## config.mk

```make
export PLATFORM = sky130hd
export DESIGN_NAME = irq_pulse_gen_flat
export DESIGN_NICKNAME = d
export VERILOG_FILES = /design/src/rtl/irq_pulse_gen_pkg.sv /design/src/rtl/irq_pulse_gen_if.sv /design/src/rtl/irq_pulse_gen_timer.sv /design/src/rtl/irq_pulse_gen.sv /design/src/flat_wrapper.sv
export SDC_FILE = /design/constraint.sdc
export NUM_CORES = 1
export LEC_CHECK = 0
export ABC_AREA = 1
export BUFFER_PORTS_ARGS = -buffer_cell sky130_fd_sc_hd__buf_2
export CORE_ASPECT_RATIO = 1.2
export CORE_UTILIZATION = 47
export CTS_CLUSTER_SIZE = 20
export DETAILED_ROUTE_END_ITERATION = 8
export GPL_TIMING_DRIVEN = 0
export PLACE_DENSITY = 0.73
export SLEW_MARGIN = 15
export SYNTH_ARGS = -nofsm -noshare
export SYNTH_HDL_FRONTEND = slang
export SYNTH_SLANG_ARGS = --single-unit
```

## constraint.sdc

```tcl
create_clock -name clock -period 1.2 [get_ports clock]
set_input_delay 0.12 -clock clock [delete_from_list [all_inputs] [get_ports clock]]
set_output_delay 0.12 -clock clock [all_outputs]
set_load 0.01 [all_outputs]
```

## src/rtl/irq_pulse_gen_pkg.sv

```systemverilog
`timescale 1ns/1ps
`default_nettype none
// ============================================================================
// Module      : irq_pkg (package)
// Description : Shared types and constants for the irq_pulse_gen block:
//               pulse FSM state encoding, register map addresses and the
//               default pulse/gap lengths.
// Revision    : 1.0 - initial release
// ============================================================================
package irq_pkg;

    // Pulse FSM state; the encoding is software-visible through STAT[1:0].
    typedef enum logic [1:0] {
        IDLE = 2'd0,
        HIGH = 2'd1,
        GAP  = 2'd2
    } irq_state_e;

    // Register map
    localparam logic [1:0] IRQ_ADDR_PENDING   = 2'd0;
    localparam logic [1:0] IRQ_ADDR_MASK      = 2'd1;
    localparam logic [1:0] IRQ_ADDR_ANNOUNCED = 2'd2;
    localparam logic [1:0] IRQ_ADDR_STAT      = 2'd3;

    // Default announcement shape
    localparam int IRQ_DEF_PULSE_CYC = 8;
    localparam int IRQ_DEF_GAP_CYC   = 4;

    function automatic int irq_max(input int a, input int b);
        return (a > b) ? a : b;
    endfunction

endpackage : irq_pkg
`default_nettype wire

```

## src/rtl/irq_pulse_gen_if.sv

```systemverilog
`timescale 1ns/1ps
`default_nettype none
// ============================================================================
// Module      : irq_pulse_gen_if
// Description : Software register port of irq_pulse_gen.
//               wr_en/wr_addr/wr_data : single-cycle register write
//               rd_addr/rd_data       : combinational register read
//               master = software side, slave = irq_pulse_gen.
// Revision    : 1.0 - initial release
// ============================================================================
interface irq_pulse_gen_if #(
    parameter int N_SRC = 4
);
    logic             wr_en;
    logic [1:0]       wr_addr;
    logic [N_SRC-1:0] wr_data;
    logic [1:0]       rd_addr;
    logic [N_SRC-1:0] rd_data;

    modport master (
        output wr_en,
        output wr_addr,
        output wr_data,
        output rd_addr,
        input  rd_data
    );

    modport slave (
        input  wr_en,
        input  wr_addr,
        input  wr_data,
        input  rd_addr,
        output rd_data
    );
endinterface : irq_pulse_gen_if
`default_nettype wire

```

## src/rtl/irq_pulse_gen_timer.sv

```systemverilog
`timescale 1ns/1ps
`default_nettype none
// ============================================================================
// Module      : irq_pulse_timer
// Description : Announcement shaper. A fire request seen in IDLE produces a
//               PULSE_CYC-cycle high phase followed by a GAP_CYC-cycle low
//               phase before the next request can be accepted.
// Ports       : clock     - rising-edge clock
//               reset     - synchronous active-high reset
//               fire      - request an announcement (only honoured in IDLE)
//               busy_high - registered, high exactly while in HIGH
//               state     - current FSM state
// Revision    : 1.0 - initial release
// ============================================================================
module irq_pulse_timer
    import irq_pkg::*;
#(
    parameter int PULSE_CYC = IRQ_DEF_PULSE_CYC,
    parameter int GAP_CYC   = IRQ_DEF_GAP_CYC
) (
    input  wire logic clock,
    input  wire logic reset,
    input  wire logic fire,
    output logic      busy_high,
    output irq_state_e state
);

    // The counter only ever holds a phase length minus one.
    localparam int CNT_W = $clog2(irq_max(PULSE_CYC, GAP_CYC));

    localparam logic [CNT_W-1:0] PULSE_LOAD = CNT_W'(PULSE_CYC - 1);
    localparam logic [CNT_W-1:0] GAP_LOAD   = CNT_W'(GAP_CYC - 1);

    irq_state_e       state_q;
    logic [CNT_W-1:0] cnt_q;
    logic             busy_high_q;

    // busy_high_q is assigned alongside each state transition so that it
    // always equals (next state == HIGH) without a decode after the flop.
    always_ff @(posedge clock) begin
        if (reset) begin
            state_q     <= IDLE;
            cnt_q       <= '0;
            busy_high_q <= 1'b0;
        end else begin
            case (state_q)
                IDLE: begin
                    if (fire) begin
                        state_q     <= HIGH;
                        cnt_q       <= PULSE_LOAD;
                        busy_high_q <= 1'b1;
                    end else begin
                        busy_high_q <= 1'b0;
                    end
                end
                HIGH: begin
                    if (cnt_q == '0) begin
                        state_q     <= GAP;
                        cnt_q       <= GAP_LOAD;
                        busy_high_q <= 1'b0;
                    end else begin
                        cnt_q       <= cnt_q - 1'b1;
                        busy_high_q <= 1'b1;
                    end
                end
                GAP: begin
                    busy_high_q <= 1'b0;
                    if (cnt_q == '0) begin
                        state_q <= IDLE;
                    end else begin
                        cnt_q <= cnt_q - 1'b1;
                    end
                end
                default: begin
                    state_q     <= IDLE;
                    cnt_q       <= '0;
                    busy_high_q <= 1'b0;
                end
            endcase
        end
    end

    assign busy_high = busy_high_q;
    assign state     = state_q;

endmodule : irq_pulse_timer
`default_nettype wire

```

## src/rtl/irq_pulse_gen.sv

```systemverilog
`timescale 1ns/1ps
`default_nettype none
// ============================================================================
// Module      : irq_pulse_gen
// Description : Source-side interrupt generator. Event pulses set PENDING
//               bits; masked, not-yet-announced pending bits trigger a
//               stretched pulse on irq_out with an enforced low gap.
// Ports       : clock     - rising-edge clock
//               reset     - synchronous active-high reset
//               ev        - per-source event pulses
//               bus       - register port (irq_pulse_gen_if.slave)
//                           addr 0 PENDING (W1C), 1 MASK (R/W),
//                           2 ANNOUNCED (RO), 3 STAT (RO, [1:0]=FSM state)
//               irq_out   - registered interrupt pulse
//               irq_level - registered |(PENDING & MASK), only present
//                           when IRQ_PULSE_GEN_LEVEL_EN is defined
// Config      : IRQ_PULSE_GEN_LEVEL_EN adds the irq_level output.
// Revision    : 1.0 - initial release
// ============================================================================
module irq_pulse_gen
    import irq_pkg::*;
#(
    parameter int N_SRC     = 4,                  // 1..16
    parameter int PULSE_CYC = IRQ_DEF_PULSE_CYC,  // >= 2
    parameter int GAP_CYC   = IRQ_DEF_GAP_CYC     // >= 1
) (
    input  wire logic             clock,
    input  wire logic             reset,
    input  wire logic [N_SRC-1:0] ev,
    irq_pulse_gen_if.slave        bus,
    output logic                  irq_out
`ifdef IRQ_PULSE_GEN_LEVEL_EN
    ,
    output logic                  irq_level
`endif
);

    logic [N_SRC-1:0] pend_q, pend_d;
    logic [N_SRC-1:0] mask_q, mask_d;
    logic [N_SRC-1:0] ann_q,  ann_d;

    logic [N_SRC-1:0] fresh;
    logic [N_SRC-1:0] w1c;
    logic [N_SRC-1:0] ann_set;
    logic             fire;
    logic             announce;
    logic             busy_high;
    irq_state_e       state;
    logic [1:0]       state_bits;
    logic [N_SRC-1:0] rd_data_c;

    // ------------------------------------------------------------------
    // Trigger
    // ------------------------------------------------------------------
    assign fresh    = pend_q & mask_q & ~ann_q;
    assign fire     = |fresh;
    // The timer only honours fire in IDLE, so ANNOUNCED must be updated
    // under the same condition or bits would be marked without a pulse.
    assign announce = fire && (state == IDLE);
    assign ann_set  = announce ? (pend_q & mask_q) : '0;

    // ------------------------------------------------------------------
    // Register next-state
    // ------------------------------------------------------------------
    always_comb begin
        w1c    = '0;
        mask_d = mask_q;
        if (bus.wr_en) begin
            if (bus.wr_addr == IRQ_ADDR_PENDING) begin
                w1c = bus.wr_data;
            end
            if (bus.wr_addr == IRQ_ADDR_MASK) begin
                mask_d = bus.wr_data;
            end
        end
        // Event set takes priority over a same-cycle W1C.
        pend_d = (pend_q & ~w1c) | ev;
        // Qualifying with pend_d drops the announced mark in the same edge
        // that clears the pending bit, so a re-fire is seen as fresh.
        ann_d  = (ann_q | ann_set) & pend_d;
    end

    always_ff @(posedge clock) begin
        if (reset) begin
            pend_q <= '0;
            mask_q <= '1;
            ann_q  <= '0;
        end else begin
            pend_q <= pend_d;
            mask_q <= mask_d;
            ann_q  <= ann_d;
        end
    end

    // ------------------------------------------------------------------
    // Pulse shaper
    // ------------------------------------------------------------------
    irq_pulse_timer #(
        .PULSE_CYC (PULSE_CYC),
        .GAP_CYC   (GAP_CYC)
    ) u_timer (
        .clock     (clock),
        .reset     (reset),
        .fire      (fire),
        .busy_high (busy_high),
        .state     (state)
    );

    assign irq_out = busy_high;

    // ------------------------------------------------------------------
    // Read mux
    // ------------------------------------------------------------------
    assign state_bits = state;

    always_comb begin
        rd_data_c = '0;
        case (bus.rd_addr)
            IRQ_ADDR_PENDING:   rd_data_c = pend_q;
            IRQ_ADDR_MASK:      rd_data_c = mask_q;
            IRQ_ADDR_ANNOUNCED: rd_data_c = ann_q;
            IRQ_ADDR_STAT:      rd_data_c = N_SRC'(state_bits);
            default:            rd_data_c = '0;
        endcase
    end

    assign bus.rd_data = rd_data_c;

    // ------------------------------------------------------------------
    // Optional level interrupt
    // ------------------------------------------------------------------
`ifdef IRQ_PULSE_GEN_LEVEL_EN
    logic level_q;

    always_ff @(posedge clock) begin
        if (reset) begin
            level_q <= 1'b0;
        end else begin
            level_q <= |(pend_q & mask_q);
        end
    end

    assign irq_level = level_q;
`else
`endif

endmodule : irq_pulse_gen
`default_nettype wire
```

## src/flat_wrapper.sv

```systemverilog
// flat-port wrapper written by rule: the top's interface ports become plain ports
module irq_pulse_gen_flat import irq_pkg::*;
#(
    parameter int N_SRC     = 4,                          
    parameter int PULSE_CYC = IRQ_DEF_PULSE_CYC,         
    parameter int GAP_CYC   = IRQ_DEF_GAP_CYC            
)
  (clock, reset, ev, irq_out, bus_wr_en, bus_wr_addr, bus_wr_data, bus_rd_addr, bus_rd_data);
  irq_pulse_gen_if #(.N_SRC(N_SRC)) bus_i ();
  input  wire logic clock;
  input  wire logic reset;
  input  wire logic [N_SRC-1:0] ev;
  output logic irq_out;
  input wire logic [$bits(bus_i.wr_en)-1:0] bus_wr_en;
  input wire logic [$bits(bus_i.wr_addr)-1:0] bus_wr_addr;
  input wire logic [$bits(bus_i.wr_data)-1:0] bus_wr_data;
  input wire logic [$bits(bus_i.rd_addr)-1:0] bus_rd_addr;
  output wire logic [$bits(bus_i.rd_data)-1:0] bus_rd_data;
  assign bus_i.wr_en = bus_wr_en;
  assign bus_i.wr_addr = bus_wr_addr;
  assign bus_i.wr_data = bus_wr_data;
  assign bus_i.rd_addr = bus_rd_addr;
  assign bus_rd_data = bus_i.rd_data;
  irq_pulse_gen #(.N_SRC(N_SRC), .PULSE_CYC(PULSE_CYC), .GAP_CYC(GAP_CYC)) u_core (.clock(clock), .reset(reset), .ev(ev), .bus(bus_i), .irq_out(irq_out));
endmodule
```

* Word-level counts from Yosys, hierarchy flattened
Cells that the tools add are included.
** Cells by class
- Add/subtract/negate cells :: 1
- Multipliers :: 0
- Divide/modulo/power cells :: 0
- Order comparisons :: 0
- Eq/ne operators :: 10
- Shift-type cells :: 0
- Multiplexer cells :: 15
- Bitwise operators :: 8
- Reductions and logical operators :: 9
** Operators by type and width (number)
- $and A4 B4 Y4 :: 4
- $pmux W4 S4 :: 1
- $mux W4 :: 3
- $mux W3 :: 3
- $pmux W3 S3 :: 1
- $not A4 Y4 :: 2
- $or A4 B4 Y4 :: 2
- $eq A2 B1 Y1 const B :: 3
- $eq A2 B2 Y1 const B :: 3
- $logic_not A2 Y1 :: 3
- $mux W2 :: 3
- $ne A2 B2 Y1 const B :: 3
- $pmux W2 S3 :: 1
- $reduce_and A2 Y1 :: 2
- $reduce_or A4 Y1 :: 1
- $logic_not A3 Y1 :: 1
- $reduce_and A3 Y1 :: 1
- $sub A3 B1 Y3 const B :: 1
- $mux W1 :: 2
- $ne A2 B1 Y1 const B :: 1
- $pmux W1 S2 :: 1
- $logic_and A1 B1 Y1 :: 1
** Word-level totals
- Flip-flop bits (word level) :: 18
- Bits in latches :: 0
- Bits in writable memories :: 0
- Memory bits (read-only) :: 0
- Bits of input ports :: 15
- Output and inout port bits :: 5
- Word-level logic and storage cells :: 49
- Memories :: 0

* Longest topological paths before layout
Gate-level depths: netlist of run 1.
- Depth after elaboration :: 7
- Depth in mapped cells :: 9
- Depth with buffers taken out :: 9

* Modules after synthesis
Synthesis of run 1 repeated with hierarchy kept, for this count alone.
** Unflattened totals
- Cell total of the unflattened synthesis :: 157
- Area total of the unflattened synthesis :: 1008.5 sq um
** By module, submodules not included
- irq_pulse_gen :: times used 1, cells each 101, area an instance 643.1 sq um, sequential area each 240.2 sq um
- irq_pulse_timer :: times used 1, cells each 56, area an instance 365.4 sq um, sequential area each 120.1 sq um

* Worst setup path before layout of run 1
No wires, ideal clock.
- Kind :: flip-flop to flip-flop
- Start point :: reg u_core.u_timer.cnt_q[0]
- End point :: reg u_core.u_timer.cnt_q[1]
- Setup time :: 0.116 ns
- Data arrival time :: 1.025 ns
- Data required time :: 1.084 ns
- Path slack :: 0.059 ns
- Cell stages (with the launch flop) :: 9
- Path buffers :: 0
- Period minus slack after synthesis :: 1.141 ns
- Path through :: dfxtp_1 inv_1 ha_1 nand2_2 nor2_1 a21oi_1 nand3_1 nand2_1 nor2_2
** Between the ends
- Cells in the longest elaborated chain, start to end :: 3
- Elaborated cells between the ends (all ways) :: 7
- Classes of those cells :: add/sub: 1; eq/ne: 1; mux: 3; reduce/logical: 2
** RTL lines
- from (decl) :: line irq_pulse_gen_timer.sv:35 : logic [CNT_W-1:0] cnt_q;
- from (signal assigned) :: line irq_pulse_gen_timer.sv:62 : cnt_q <= cnt_q - 1'b1;
- from (signal assigned) :: line irq_pulse_gen_timer.sv:71 : cnt_q <= cnt_q - 1'b1;
- $sub A3 B1 Y3 or $logic_not A3 Y1 (tied branches)
- $mux W3 (tied with other cells) :: line irq_pulse_gen_timer.sv:68 : if (cnt_q == '0) begin
- $pmux W3 S3 or $reduce_and A2 Y1 (tied branches)
Several ways; a longest one is shown, not always the timed one. The select of a mux whose other input is x is not followed.
A chain may end at the register's enable or synchronous reset.

* Worst setup path in the final report of run 1
- Start point :: reg u_core.u_timer.state_q[1] (netlist: u_core.u_timer.state[1])
- End point :: out bus_rd_data[1]
** Between the ends
- Cells in the longest elaborated chain, start to end :: 1
** RTL lines
- from (decl) :: line irq_pulse_gen_timer.sv:34 : irq_state_e state_q;
- from (signal assigned) :: line irq_pulse_gen_timer.sv:42 : state_q <= IDLE;
- from (signal assigned) :: line irq_pulse_gen_timer.sv:49 : state_q <= HIGH;
- from (signal assigned) :: line irq_pulse_gen_timer.sv:58 : state_q <= GAP;
- $pmux W4 S4 :: line irq_pulse_gen.sv:118 : case (bus.rd_addr)
- to (decl) :: line flat_wrapper.sv:18 : output wire logic [$bits(bus_i.rd_data)-1:0] bus_rd_data;
No other way between the ends.

==> impl_metrics.prom, run 1 <==
# TYPE chip_impl_metric gauge
chip_impl_metric{name="synth_area",unit="µm²"} 990
chip_impl_metric{name="period_minus_slack",unit="ps"} 1180
chip_impl_metric{name="detail-route-antenna-nets",unit=""} 0
chip_impl_metric{name="final.setup.worst_slack",unit="ps"} 23.5
chip_impl_metric{name="die_w",unit="µm"} 43.9
chip_impl_info{name="timing.hold.worst.class",value="primary input to flip-flop"} 1
chip_impl_metric{name="count_of_clock_tree_sinks",unit=""} 18
chip_impl_metric{name="worst-endpoint-required",unit="ps"} 1080
chip_impl_metric{name="htreeDepth",unit=""} 1
chip_impl_metric{name="gr-usage-all-layers",unit="%"} 20.3
chip_impl_metric{name="power.density_cell_area",unit="nW/µm²"} 1810
chip_impl_metric{name="clockPowerShare",unit="%"} 16.7
chip_impl_metric{name="max_clock_freq",unit="MHz"} 850
chip_impl_metric{name="timing.max_cap.violations",unit=""} 0
chip_impl_info{name="start_kind",value="flip-flop"} 1
chip_impl_metric{name="clkSlewWorstSetupHoldPaths",unit="ps"} 110
chip_impl_metric{name="die-area",unit="µm²"} 2290
chip_impl_metric{name="routed_wire_length_per_instance",unit="µm"} 11.4
chip_impl_metric{name="worst_pin_slew",unit="ps"} 324
chip_impl_metric{name="timing.max_slew.rel_slack",unit="%"} 78.3
chip_impl_metric{name="power_switching_share",unit="%"} 39.4
chip_impl_info{name="critPathKind",value="flip-flop to output pin"} 1
chip_impl_metric{name="globalplace.congestion",unit=""} 0.870
chip_impl_metric{name="num_antenna_cells",unit=""} 0
chip_impl_metric{name="maximum_number_of_pins_on_one_net_before_global_route_repair",unit=""} 11
chip_impl_metric{name="fin_worst_hold_slack",unit="ps"} 24.5
chip_impl_metric{name="timing.final.max_slew_violations",unit=""} 0
chip_impl_info{name="mostFrequentLayoutCell",value="sky130_fd_sc_hd__nand2_1"} 1
chip_impl_info{name="cts_tree",value="yes"} 1
chip_impl_metric{name="design.portCount",unit=""} 20
chip_impl_metric{name="start_util",unit="%"} 51.7
chip_impl_info{name="layout_common_cells",value="30 x sky130_fd_sc_hd__nand2_1, 18 x sky130_fd_sc_hd__buf_2, 16 x sky130_fd_sc_hd__nand3_1, 13 x sky130_fd_sc_hd__inv_1, 10 x sky130_fd_sc_hd__dfxtp_2"} 1
chip_impl_metric{name="final-hold-violation-count",unit=""} 0
chip_impl_metric{name="yosysUniqueCellTypes",unit=""} 26
chip_impl_metric{name="number_of_global_route_vias_before_repair",unit=""} 878
chip_impl_metric{name="synth_nets",unit=""} 155
chip_impl_metric{name="pwr-share-comb",unit="%"} 46.4
chip_impl_metric{name="first_pass_grt_wire_length",unit="µm"} 3510
chip_impl_metric{name="clock_path_buffers",unit=""} 2
chip_impl_metric{name="power.leakage",unit="nW"} 0.587
chip_impl_metric{name="synth_seq_cells",unit=""} 18
chip_impl_metric{name="detail_route.first_pass.iterations",unit=""} 4
chip_impl_metric{name="power_switching",unit="µW"} 898
chip_impl_metric{name="ir_drop",unit="mV"} 0.923
chip_impl_info{name="cts-root-buf",value="sky130_fd_sc_hd__clkbuf_4"} 1
chip_impl_metric{name="initial_antenna_violation_count",unit=""} 0
chip_impl_info{name="outcome",value="finished, final reports clean"} 1
chip_impl_metric{name="num-nets-final",unit=""} 183
chip_impl_metric{name="worst-endpoint-arrival",unit="ps"} 1060
chip_impl_metric{name="route.detailed.vias_per_inst",unit=""} 5.32
chip_impl_metric{name="setup_violations",unit=""} 0
chip_impl_metric{name="slowest_delay",unit="ps"} 400
chip_impl_metric{name="core_area",unit="µm²"} 1910
chip_impl_metric{name="clock_insertion_delay_worst_skew",unit="ps"} 300
chip_impl_metric{name="clock_skew",unit="ps"} 6.26
chip_impl_metric{name="ys_warns",unit=""} 0
chip_impl_metric{name="fin_util",unit="%"} 65.6
chip_impl_info{name="critPathSlowestCell",value="sky130_fd_sc_hd__dfxtp_4"} 1
chip_impl_metric{name="place_hpwl",unit="µm"} 1610
chip_impl_metric{name="place_ws",unit="ps"} -52.3
chip_impl_info{name="rsz0062_at_grt",value="true"} 1
chip_impl_metric{name="p_int",unit="mW"} 1.38
chip_impl_metric{name="seq_area_frac_synth",unit="%"} 36.4
chip_impl_metric{name="cts_made_buffers",unit=""} 3
chip_impl_metric{name="path_max_fanout",unit=""} 5
chip_impl_metric{name="rows",unit=""} 17
chip_impl_metric{name="postRouteWirelength",unit="µm"} 2110
chip_impl_info{name="worstSetupEndpointType",value="output pin"} 1
chip_impl_metric{name="period_share",unit="%"} 98.0
chip_impl_metric{name="syn_inst_count",unit=""} 138
chip_impl_metric{name="portBuffers",unit=""} 18
chip_impl_metric{name="routed-via-count",unit=""} 978
chip_impl_metric{name="layout-drive-gt1-share",unit="%"} 43.6
chip_impl_metric{name="seq_power_share",unit="%"} 36.9
chip_impl_metric{name="drt_drc_violations_left",unit=""} 0
chip_impl_metric{name="hold_buffers",unit=""} 0
chip_impl_metric{name="globalRouteOverflowTotal",unit=""} 0
chip_impl_metric{name="area_delta_synth_final",unit="%"} 26.9
chip_impl_metric{name="drt_first_iter_violations",unit=""} 26
chip_impl_metric{name="post_synth.cell_area_avg",unit="µm²"} 7.17
chip_impl_info{name="cp_cell_sequence",value="nand3_1 > o2111ai_1 > buf_2"} 1
chip_impl_metric{name="dieHeight",unit="µm"} 52.3
chip_impl_metric{name="setup_tns",unit="ps"} 0
-- final timing paths --
check	slack (ps)	endpoint	cells after the start	startpoint
worst max-delay path	20	bus_rd_data[1]	3	u_core.u_timer.state[1]$_SDFFE_PP0P_
worst min-delay path	20	u_core.mask_q[1]$_SDFFE_PP1P_	3	bus_wr_data[1]
worst max register to register	80	u_core.u_timer.cnt_q[1]$_SDFFE_PP0P_	7	u_core.u_timer.state[1]$_SDFFE_PP0P_
worst min register to register	470	u_core.ann_q[2]$_SDFF_PP0_	2	u_core.ann_q[2]$_SDFF_PP0_
-- metal layers --
| layer | part of all wire (%) | global-route usage, % |
|---|---|---|
| met5 | 0 | 0 |
| met4 | 1.0 | 7.58 |
| met3 | 2.6 | 2.07 |
| met2 | 52 | 37.8 |
| met1 | 44 | 23.4 |
-- logic make-up (layout without fill, tap and decap cells) --
logic type               Yosys count  in the layout  share of synthesized area [%]
AND/OR/NAND/NOR                   76             76                           39.8
adder cells (fa/ha/maj)            2              2                           2.53
buffers and inverters             21             48                           7.96
AO/OA/AOI/OAI                     21             21                           13.3
flip-flops                        18             18                           36.4
-- what timing repair did --
| action | CTS | global route |
|---|---|---|
| buffers inserted | 1 | 4 |
| endpoints found under the hold margin | 0 | 0 |
| cloned | 0 | 0 |
| endpoints found under the setup margin | 5 | 9 |
| resized for setup | 4 | 28 |
| pin swaps | 1 | 4 |
-- critical path, delay by kind of cell (launching register included) --
kind	cells	cell delay (ps)
AOI/OAI and AO/OA	1	110
buffers and inverters	1	160
DFF	1	400
and+or+nand+nor	1	80
-- area by class of cell --
cell class / instances / area [µm²]
fillers: 170 / 658
multi-input cells: 99 / 603
flip-flops and latches: 18 / 384
repair buffers: 23 / 128
inverters: 20 / 77.6
clock buffers: 4 / 36.3
well taps: 19 / 23.8
plain buffers: 1 / 3.75
-- state kept, by name, summed over array words and instances, names as in the netlist --
name	count
u_core.ann_q	4
u_core.mask_q	4
u_core.pend_q	4
u_core.u_timer.cnt_q	3
u_core.u_timer.state	2
u_core.u_timer.busy_high	1
-- power by group through the flow --
stage	Clock, mW	Sequential (mW)	Combinational, mW
after CTS	0.386	0.815	0.841
after floorplan	0	0.804	0.635
final	0.380	0.842	1.06
after global placement	0	0.818	0.786
after global routing	0.399	0.858	1.19
after detailed placement	0	0.819	0.812
-- per-stage QoR --
stage	cells	power [mW]	cell area, µm²
after CTS	180	2.04	1150
after floorplan	138	1.44	990
after global routing	184	2.44	1260
final	184	2.28	1260
after detailed placement	175	1.63	1100
after global placement	175	1.60	1100
-- synthesized netlist by cell type --
cell type	n	share of area, %
sky130_fd_sc_hd__nor2_2	7	4.4
sky130_fd_sc_hd__nand3_4	1	1.8
sky130_fd_sc_hd__o21ai_0	1	0.51
sky130_fd_sc_hd__o21a_1	1	0.76
sky130_fd_sc_hd__a21oi_2	1	0.89
sky130_fd_sc_hd__nand2_1	31	12
sky130_fd_sc_hd__or2_1	1	0.63
sky130_fd_sc_hd__nand2_4	1	1.1
sky130_fd_sc_hd__dfxtp_1	18	36
sky130_fd_sc_hd__inv_2	3	1.1
sky130_fd_sc_hd__a21o_1	3	2.3
sky130_fd_sc_hd__nand4_1	4	2.5
sky130_fd_sc_hd__nand2_2	3	1.9
sky130_fd_sc_hd__a21oi_1	10	5.1
sky130_fd_sc_hd__o2111ai_1	2	1.8
sky130_fd_sc_hd__clkinv_1	1	0.38
sky130_fd_sc_hd__o21ai_1	1	0.51
sky130_fd_sc_hd__nand3_1	17	8.6
sky130_fd_sc_hd__nor3_1	1	0.51
sky130_fd_sc_hd__nand3_2	2	2.0
sky130_fd_sc_hd__clkbuf_1	1	0.38
sky130_fd_sc_hd__inv_1	16	6.1
sky130_fd_sc_hd__nor2_1	6	2.3
sky130_fd_sc_hd__ha_1	2	2.5
sky130_fd_sc_hd__nor2_4	2	2.3
sky130_fd_sc_hd__o211ai_1	2	1.5
Power figures use the tool's default switching activity.
==> run 2, diff against run 1 <==
- ABC_AREA: 1 -> default
==> run 2 against run 1 <==
Net effect:
- the run now ends with negative setup slack left
- critical path depth did not move
- final cell count fell by 13%
- clock power fell by 2%
- combinational power fell by 8%
- clock-buffer cell count did not move
- first-iteration DRC count fell by 7.7%
- non-clock buffer count rose by 13
- global-route usage rose by 4.3 points
- via count fell by 4.8%
- wire length rose by 14%
- critical path type unchanged
- critical endpoint unchanged
- largest power group unchanged
- highest routed layer unchanged
==> impl_metrics.prom, run 2 <==
# TYPE chip_impl_metric gauge
chip_impl_metric{name="power_switching_share",unit="%"} 34.0
chip_impl_metric{name="start_util",unit="%"} 50.5
chip_impl_metric{name="die_w",unit="µm"} 42.9
chip_impl_metric{name="globalplace.congestion",unit=""} 0.803
chip_impl_metric{name="path_max_fanout",unit=""} 2
chip_impl_metric{name="clock_skew",unit="ps"} 4.88
chip_impl_metric{name="timing.max_slew.rel_slack",unit="%"} 68.0
chip_impl_info{name="synth_ff_type",value="sky130_fd_sc_hd__dfxtp_1"} 1
chip_impl_metric{name="timing.final.max_slew_violations",unit=""} 0
chip_impl_metric{name="synth_seq_cells",unit=""} 18
chip_impl_metric{name="clkSlewWorstSetupHoldPaths",unit="ps"} 100
chip_impl_metric{name="area_fraction_of_the_dominant_cell_type_after_synthesis",unit="%"} 38.1
chip_impl_metric{name="timing.max_cap.violations",unit=""} 0
chip_impl_info{name="failed_checks",value="negative setup slack"} 1
chip_impl_metric{name="layout-drive-gt1-share",unit="%"} 53.2
chip_impl_metric{name="rrSetupSlack",unit="ps"} -110
chip_impl_metric{name="nFillCells",unit=""} 139
chip_impl_metric{name="final-hold-violation-count",unit=""} 0
chip_impl_metric{name="routed_wire_length_per_instance",unit="µm"} 15.0
chip_impl_metric{name="syn_inst_count",unit=""} 104
chip_impl_metric{name="worst_pin_slew",unit="ps"} 481
chip_impl_info{name="rsz0062_at_grt",value="true"} 1
chip_impl_metric{name="clock_insertion_delay_worst_skew",unit="ps"} 290
chip_impl_metric{name="first_pass_grt_wire_length",unit="µm"} 4000
chip_impl_metric{name="area_delta_synth_final",unit="%"} 41.5
chip_impl_info{name="timing.hold.worst.class",value="primary input to flip-flop"} 1
chip_impl_info{name="synthTopCellsByCount",value="18 x sky130_fd_sc_hd__dfxtp_1, 12 x sky130_fd_sc_hd__nor2_1, 8 x sky130_fd_sc_hd__nand2_1"} 1
chip_impl_metric{name="initial_antenna_violation_count",unit=""} 0
chip_impl_metric{name="worst-endpoint-arrival",unit="ps"} 1380
chip_impl_info{name="cts_tree",value="yes"} 1
chip_impl_info{name="synth_top_area_cell",value="sky130_fd_sc_hd__dfxtp_1"} 1
chip_impl_metric{name="clock_path_buffers",unit=""} 2
chip_impl_metric{name="detail_route.first_pass.iterations",unit=""} 4
chip_impl_metric{name="gr-usage-all-layers",unit="%"} 24.6
chip_impl_info{name="layout_common_cells",value="18 x sky130_fd_sc_hd__buf_2, 15 x sky130_fd_sc_hd__dfxtp_2, 11 x sky130_fd_sc_hd__buf_4, 9 x sky130_fd_sc_hd__nor2_1, 8 x sky130_fd_sc_hd__nand2_1"} 1
chip_impl_metric{name="period_minus_slack",unit="ps"} 1500
chip_impl_metric{name="power.leakage",unit="nW"} 0.567
chip_impl_metric{name="number_of_global_route_vias_before_repair",unit=""} 941
chip_impl_info{name="mostFrequentLayoutCell",value="sky130_fd_sc_hd__buf_2"} 1
chip_impl_metric{name="pwr-share-comb",unit="%"} 46.4
chip_impl_metric{name="core_area",unit="µm²"} 1870
chip_impl_metric{name="drt_drc_violations_left",unit=""} 0
chip_impl_metric{name="ir_drop",unit="mV"} 0.808
chip_impl_metric{name="drt_first_iter_violations",unit=""} 24
chip_impl_metric{name="p_int",unit="mW"} 1.38
chip_impl_metric{name="rows",unit=""} 17
chip_impl_metric{name="dieHeight",unit="µm"} 51.1
chip_impl_metric{name="seq_power_share",unit="%"} 35.9
chip_impl_metric{name="seq_area_frac_synth",unit="%"} 38.1
chip_impl_metric{name="clockPowerShare",unit="%"} 17.7
chip_impl_metric{name="post_synth.cell_area_avg",unit="µm²"} 9.08
chip_impl_metric{name="route.detailed.vias_per_inst",unit=""} 5.82
chip_impl_metric{name="synth_nets",unit=""} 121
chip_impl_metric{name="synth_area",unit="µm²"} 945
chip_impl_metric{name="portBuffers",unit=""} 19
chip_impl_metric{name="share_of_synthesized_registers_carrying_an_async_set_or_reset",unit="%"} 0
chip_impl_metric{name="postRouteWirelength",unit="µm"} 2390
chip_impl_metric{name="count_of_clock_tree_sinks",unit=""} 18
chip_impl_metric{name="detail-route-antenna-nets",unit=""} 0
chip_impl_metric{name="max_clock_freq",unit="MHz"} 669
chip_impl_metric{name="maximum_number_of_pins_on_one_net_before_global_route_repair",unit=""} 11
chip_impl_metric{name="place_hpwl",unit="µm"} 1520
chip_impl_info{name="outcome",value="complete, but fails checks"} 1
chip_impl_metric{name="yosysUniqueCellTypes",unit=""} 32
chip_impl_metric{name="power_switching",unit="µW"} 711
chip_impl_metric{name="globalRouteOverflowTotal",unit=""} 0
chip_impl_info{name="worstSetupEndpointType",value="output pin"} 1
chip_impl_info{name="biggestRegsByFlops",value="u_core.ann_q (4), u_core.mask_q (4), u_core.pend_q (4)"} 1
chip_impl_info{name="critPathKind",value="flip-flop to output pin"} 1
chip_impl_info{name="start_kind",value="flip-flop"} 1
chip_impl_info{name="cts-root-buf",value="sky130_fd_sc_hd__clkbuf_4"} 1
chip_impl_info{name="synth.top_cells.by_area",value="sky130_fd_sc_hd__dfxtp_1 38%, sky130_fd_sc_hd__a2111oi_2 4.8%, sky130_fd_sc_hd__mux4_2 4.8%"} 1
chip_impl_metric{name="num-nets-final",unit=""} 159
chip_impl_metric{name="routed-via-count",unit=""} 931
chip_impl_metric{name="worst-endpoint-required",unit="ps"} 1080
chip_impl_metric{name="power.density_cell_area",unit="nW/µm²"} 1570
chip_impl_metric{name="synth-edff-count",unit=""} 0
chip_impl_metric{name="period_share",unit="%"} 125
chip_impl_metric{name="cts_made_buffers",unit=""} 3
chip_impl_metric{name="place_ws",unit="ps"} -168
chip_impl_info{name="post-synth-top-count-cell",value="sky130_fd_sc_hd__dfxtp_1"} 1
chip_impl_metric{name="final.setup.worst_slack",unit="ps"} -295
chip_impl_metric{name="num_antenna_cells",unit=""} 0
chip_impl_metric{name="design.portCount",unit=""} 20
chip_impl_metric{name="die-area",unit="µm²"} 2190
chip_impl_metric{name="htreeDepth",unit=""} 1
chip_impl_metric{name="hold_buffers",unit=""} 0
chip_impl_metric{name="ys_warns",unit=""} 0
chip_impl_metric{name="setup_violations",unit=""} 7
chip_impl_metric{name="fin_util",unit="%"} 71.4
==> run 2: cell count changes in the layout (fill, tap and decap cells not counted), moves of 6 or more <==
cell and delta:
sky130_fd_sc_hd__nand2_1 -22, sky130_fd_sc_hd__nand3_1 -16, sky130_fd_sc_hd__inv_1 -8, sky130_fd_sc_hd__buf_4 +6, sky130_fd_sc_hd__buf_6 +6, sky130_fd_sc_hd__nor2_2 -6
==> run 2: metal layers <==
layer / vias up / GRT usage, % / wire length (µm)
li1: 457 / - / -
met1: 439 / 26.0 / 927
met2: 29 / 45.2 / 1320
met3: 6 / 3.89 / 101
met4: 0 / 14.1 / 48
met5: - / 0 / 0
==> run 2: per-stage QoR <==
stage | instance area, µm² | TNS, ps | hold slack (ps) | power, mW | cells
5_1_grt | 1340 | -1360 | 69.1 | 2.22 | 160
2_1_floorplan | 958 | -92.6 | 248 | 1.25 | 104
3_5_place_dp | 1080 | -624 | 350 | 1.40 | 142
6_report | 1340 | -845 | 44.7 | 2.09 | 160
4_1_cts | 1290 | -796 | 45.6 | 1.99 | 157
3_3_place_gp | 1080 | -449 | 339 | 1.37 | 142
==> run 2: cells by family (layout without fill, tap and decap cells) <==
group                    Yosys count  after routing  share of synthesized area, %
multiplexers                       4              4                          6.89
buffers and inverters             11             48                          4.77
flip-flops                        18             18                          38.1
AO/OA/AOI/OAI                     27             27                          22.6
adder cells (fa/ha/maj)            2              2                          2.65
AND/OR/NAND/NOR                   41             41                          24.0
XOR/XNOR                           1              1                         0.927
==> run 2: what timing repair did <==
item                                    4_1_cts  5_1_grt
resized for setup                            23       15
endpoints found under the setup margin        7       10
pin swaps                                     6        4
buffers inserted                             11        3
==> run 2: power groups by stage <==
stage / clock [mW] / combinational [mW] / sequential, mW
after floorplan: 0 / 0.495 / 0.751
after global placement: 0 / 0.617 / 0.757
after detailed placement: 0 / 0.637 / 0.763
after CTS: 0.374 / 0.876 / 0.743
after global routing: 0.401 / 1.05 / 0.764
final: 0.371 / 0.971 / 0.753
==> run 2: critical path: stages (launching register included) <==
cell and delay (ps):
sky130_fd_sc_hd__dfxtp_4 360, sky130_fd_sc_hd__buf_8 110, sky130_fd_sc_hd__mux4_2 470, sky130_fd_sc_hd__buf_6 140
==> run 2: final cells by class <==
cell class / count / area, µm² / share of cell area (%)
multi-input cells: 75 / 608 / 45.5
flip-flops and latches: 18 / 383 / 28.7
repair buffers: 33 / 224 / 16.8
clock buffers: 4 / 36.3 / 2.72
plain buffers: 4 / 35.0 / 2.62
inverters: 7 / 26.3 / 1.97
well taps: 19 / 23.8 / 1.78
==> run 2: worst paths after layout <==
kind / end / from / cells after the start
hold reg to reg: u_core.mask_q[3]$_SDFFE_PP1P_ / u_core.mask_q[3]$_SDFFE_PP1P_ / 1
setup reg to reg: u_core.u_timer.cnt_q[1]$_SDFFE_PP0P_ / u_core.u_timer.cnt_q[0]$_SDFFE_PP0P_ / 6
setup / recovery: bus_rd_data[1] / u_core.u_timer.state[1]$_SDFFE_PP0P_ / 3
hold / removal: u_core.pend_q[3]$_SDFF_PP0_ / ev[3] / 3
==> run 3, diff against run 2 <==
- CORE_UTILIZATION: 47 -> 48
- PLACE_DENSITY: 0.73 -> 0.72
- clock period: 1.2 -> 1.8 ns (I/O delays scaled with it)
==> run 3 against run 2 <==
Net effect:
- the flow now finishes without violations
- sequential cell count did not move
- non-clock buffer count decreased by 14
- global-route usage shrank 4.5 points
- sequential share of layout area rose by 4.5 points
- worst hold slack gained 60 ps
- final area decreased by 19%
- clock skew about the same
- total power fell by 48%
- wire length is 21% lower
- clock power is 48% lower
==> impl_metrics.prom, run 3 (synthesis results as in run 2) <==
# TYPE chip_impl_metric gauge
chip_impl_metric{name="route.detailed.vias_per_inst",unit=""} 5.84
chip_impl_metric{name="routed_wire_length_per_instance",unit="µm"} 13.0
chip_impl_metric{name="place_ws",unit="ps"} 305
chip_impl_metric{name="ir_drop",unit="mV"} 0.655
chip_impl_metric{name="gr-usage-all-layers",unit="%"} 20.1
chip_impl_metric{name="globalplace.congestion",unit=""} 0.773
chip_impl_metric{name="routed-via-count",unit=""} 847
chip_impl_metric{name="power.density_cell_area",unit="nW/µm²"} 1000
chip_impl_metric{name="power.leakage",unit="nW"} 0.470
chip_impl_info{name="biggestRegsByFlops",value="u_core.ann_q (4), u_core.mask_q (4), u_core.pend_q (4)"} 1
chip_impl_metric{name="first_pass_grt_wire_length",unit="µm"} 3310
chip_impl_metric{name="period_share",unit="%"} 92.5
chip_impl_metric{name="seq_power_share",unit="%"} 45.4
chip_impl_info{name="worstSetupEndpointType",value="output pin"} 1
chip_impl_metric{name="max_clock_freq",unit="MHz"} 600
chip_impl_metric{name="portBuffers",unit=""} 19
chip_impl_metric{name="rows",unit=""} 17
chip_impl_metric{name="die_w",unit="µm"} 42.5
chip_impl_metric{name="globalRouteMet1Util",unit="%"} 23.4
chip_impl_metric{name="area_delta_synth_final",unit="%"} 15.0
chip_impl_info{name="top_usage_layer",value="met2"} 1
chip_impl_metric{name="clock_path_buffers",unit=""} 2
chip_impl_info{name="cpMostUsedCell",value="sky130_fd_sc_hd__buf_2"} 1
chip_impl_metric{name="worst_pin_slew",unit="ps"} 466
chip_impl_metric{name="slowest_delay",unit="ps"} 470
chip_impl_metric{name="setup_violations",unit=""} 0
chip_impl_metric{name="placed_cells",unit=""} 142
chip_impl_metric{name="worst-endpoint-required",unit="ps"} 1620
chip_impl_metric{name="clock_skew",unit="ps"} 5.13
chip_impl_info{name="timing.hold.worst.class",value="primary input to flip-flop"} 1
chip_impl_metric{name="detail-route-antenna-nets",unit=""} 0
chip_impl_metric{name="timing.max_cap.violations",unit=""} 0
chip_impl_metric{name="maximum_number_of_pins_on_one_net_before_global_route_repair",unit=""} 11
chip_impl_metric{name="die-area",unit="µm²"} 2150
chip_impl_metric{name="clkSlewWorstSetupHoldPaths",unit="ps"} 90
chip_impl_metric{name="place_hpwl",unit="µm"} 1460
chip_impl_metric{name="clockPowerShare",unit="%"} 17.6
chip_impl_metric{name="start_util",unit="%"} 51.0
chip_impl_metric{name="pwr-share-comb",unit="%"} 37.0
chip_impl_metric{name="final_area",unit="µm²"} 1090
chip_impl_metric{name="global_route.usage.met2",unit="%"} 34.9
chip_impl_info{name="cts-root-buf",value="sky130_fd_sc_hd__clkbuf_4"} 1
chip_impl_info{name="rsz0062_at_grt",value="false"} 1
chip_impl_metric{name="cts_post_setup_buffers_inserted",unit=""} 0
chip_impl_metric{name="final.setup.worst_slack",unit="ps"} 134
chip_impl_info{name="critPathKind",value="flip-flop to output pin"} 1
chip_impl_metric{name="place_area",unit="µm²"} 1060
chip_impl_metric{name="globalRouteOverflowTotal",unit=""} 0
chip_impl_metric{name="timing.final.max_slew_violations",unit=""} 0
chip_impl_metric{name="design.portCount",unit=""} 20
chip_impl_metric{name="power_switching_share",unit="%"} 34.0
chip_impl_metric{name="drt_first_iter_violations",unit=""} 14
chip_impl_metric{name="setup_tns",unit="ps"} 0
chip_impl_metric{name="cts_made_buffers",unit=""} 3
chip_impl_info{name="cts_tree",value="yes"} 1
chip_impl_metric{name="power_switching",unit="µW"} 371
chip_impl_metric{name="number_of_global_route_vias_before_repair",unit=""} 795
chip_impl_info{name="cp_cell_sequence",value="buf_2 > mux4_2 > buf_2"} 1
chip_impl_metric{name="final-hold-violation-count",unit=""} 0
chip_impl_metric{name="htreeDepth",unit=""} 1
chip_impl_metric{name="p_int",unit="µW"} 719
chip_impl_metric{name="num_antenna_cells",unit=""} 0
chip_impl_metric{name="clock_insertion_delay_worst_skew",unit="ps"} 290
chip_impl_metric{name="num-nets-final",unit=""} 145
chip_impl_info{name="layout_common_cells",value="22 x sky130_fd_sc_hd__buf_2, 18 x sky130_fd_sc_hd__dfxtp_1, 12 x sky130_fd_sc_hd__nor2_1, 8 x sky130_fd_sc_hd__nand2_1"} 1
chip_impl_metric{name="worst-endpoint-arrival",unit="ps"} 1490
chip_impl_info{name="outcome",value="finished, final reports clean"} 1
chip_impl_metric{name="path_max_fanout",unit=""} 10
chip_impl_info{name="critPathSlowestCell",value="sky130_fd_sc_hd__mux4_2"} 1
chip_impl_metric{name="count_of_clock_tree_sinks",unit=""} 18
chip_impl_metric{name="use_met3",unit="%"} 2.88
chip_impl_metric{name="period_minus_slack",unit="ps"} 1670
chip_impl_metric{name="postRouteWirelength",unit="µm"} 1890
chip_impl_metric{name="fin_util",unit="%"} 58.7
chip_impl_metric{name="dieHeight",unit="µm"} 50.6
chip_impl_metric{name="hold_buffers",unit=""} 0
chip_impl_metric{name="detail_route.first_pass.iterations",unit=""} 4
chip_impl_metric{name="post_cts_resized",unit=""} 0
chip_impl_metric{name="final_cells",unit=""} 145
chip_impl_metric{name="initial_antenna_violation_count",unit=""} 0
chip_impl_metric{name="timing.max_slew.rel_slack",unit="%"} 68.8
chip_impl_metric{name="layout-drive-gt1-share",unit="%"} 27.8
chip_impl_metric{name="drt_drc_violations_left",unit=""} 0
chip_impl_metric{name="core_area",unit="µm²"} 1850
chip_impl_info{name="start_kind",value="flip-flop"} 1
chip_impl_info{name="mostFrequentLayoutCell",value="sky130_fd_sc_hd__buf_2"} 1
## run 3: cell count changes in the layout (fill, tap and decap cells not counted), sizes merged
cell,delta
clkbuf,-1
buf,-14
## run 3: metal layers
| metal | vias up | routed length, µm |
|---|---|---|
| met5 | - | 0 |
| met4 | 0 | 44 |
| met3 | 7 | 78 |
| met2 | 24 | 951 |
| met1 | 391 | 814 |
| li1 | 425 | - |
## run 3: path summary, 6_finish.rpt
path,startpoint,cells past startpoint,to,slack (ps)
max,u_core.u_timer.state[1]$_SDFFE_PP0P_,3,bus_rd_data[1],130
max reg2reg,u_core.u_timer.cnt_q[0]$_SDFFE_PP0P_,6,u_core.u_timer.cnt_q[1]$_SDFFE_PP0P_,310
min,ev[2],3,u_core.pend_q[2]$_SDFF_PP0_,100
min reg2reg,u_core.mask_q[1]$_SDFFE_PP1P_,1,u_core.mask_q[1]$_SDFFE_PP1P_,530
## run 3: critical path: cells and delay by family (launching register included)
family,cells,cell delay [ps]
mux,1,470
buf+inv,2,360
flops,1,370
## run 3: power by group through the flow
stage / sequential, mW / combinational, mW / clock (mW)
finish: 0.495 / 0.403 / 0.192
global route: 0.505 / 0.443 / 0.220
CTS: 0.495 / 0.405 / 0.199
detailed placement: 0.505 / 0.404 / 0
global placement: 0.503 / 0.389 / 0
floorplan: 0.497 / 0.310 / 0
## run 3: layout make-up
| cell class | count | area (µm²) |
|---|---|---|
| buffer | 4 | 18.8 |
| clock buffer | 3 | 22.5 |
| inverter | 7 | 26.3 |
| tap | 19 | 23.8 |
| multi-input combinational | 75 | 539 |
| fill | 176 | 764 |
| sequential | 18 | 360 |
| timing repair buffer | 19 | 95.1 |
## run 3: through the flow
stage | hold slack, ps | power [mW]
final | 105 | 1.09
after global routing | 95.3 | 1.17
after CTS | 104 | 1.10
after detailed placement | 411 | 0.908
after global placement | 399 | 0.892
after floorplan | 308 | 0.807
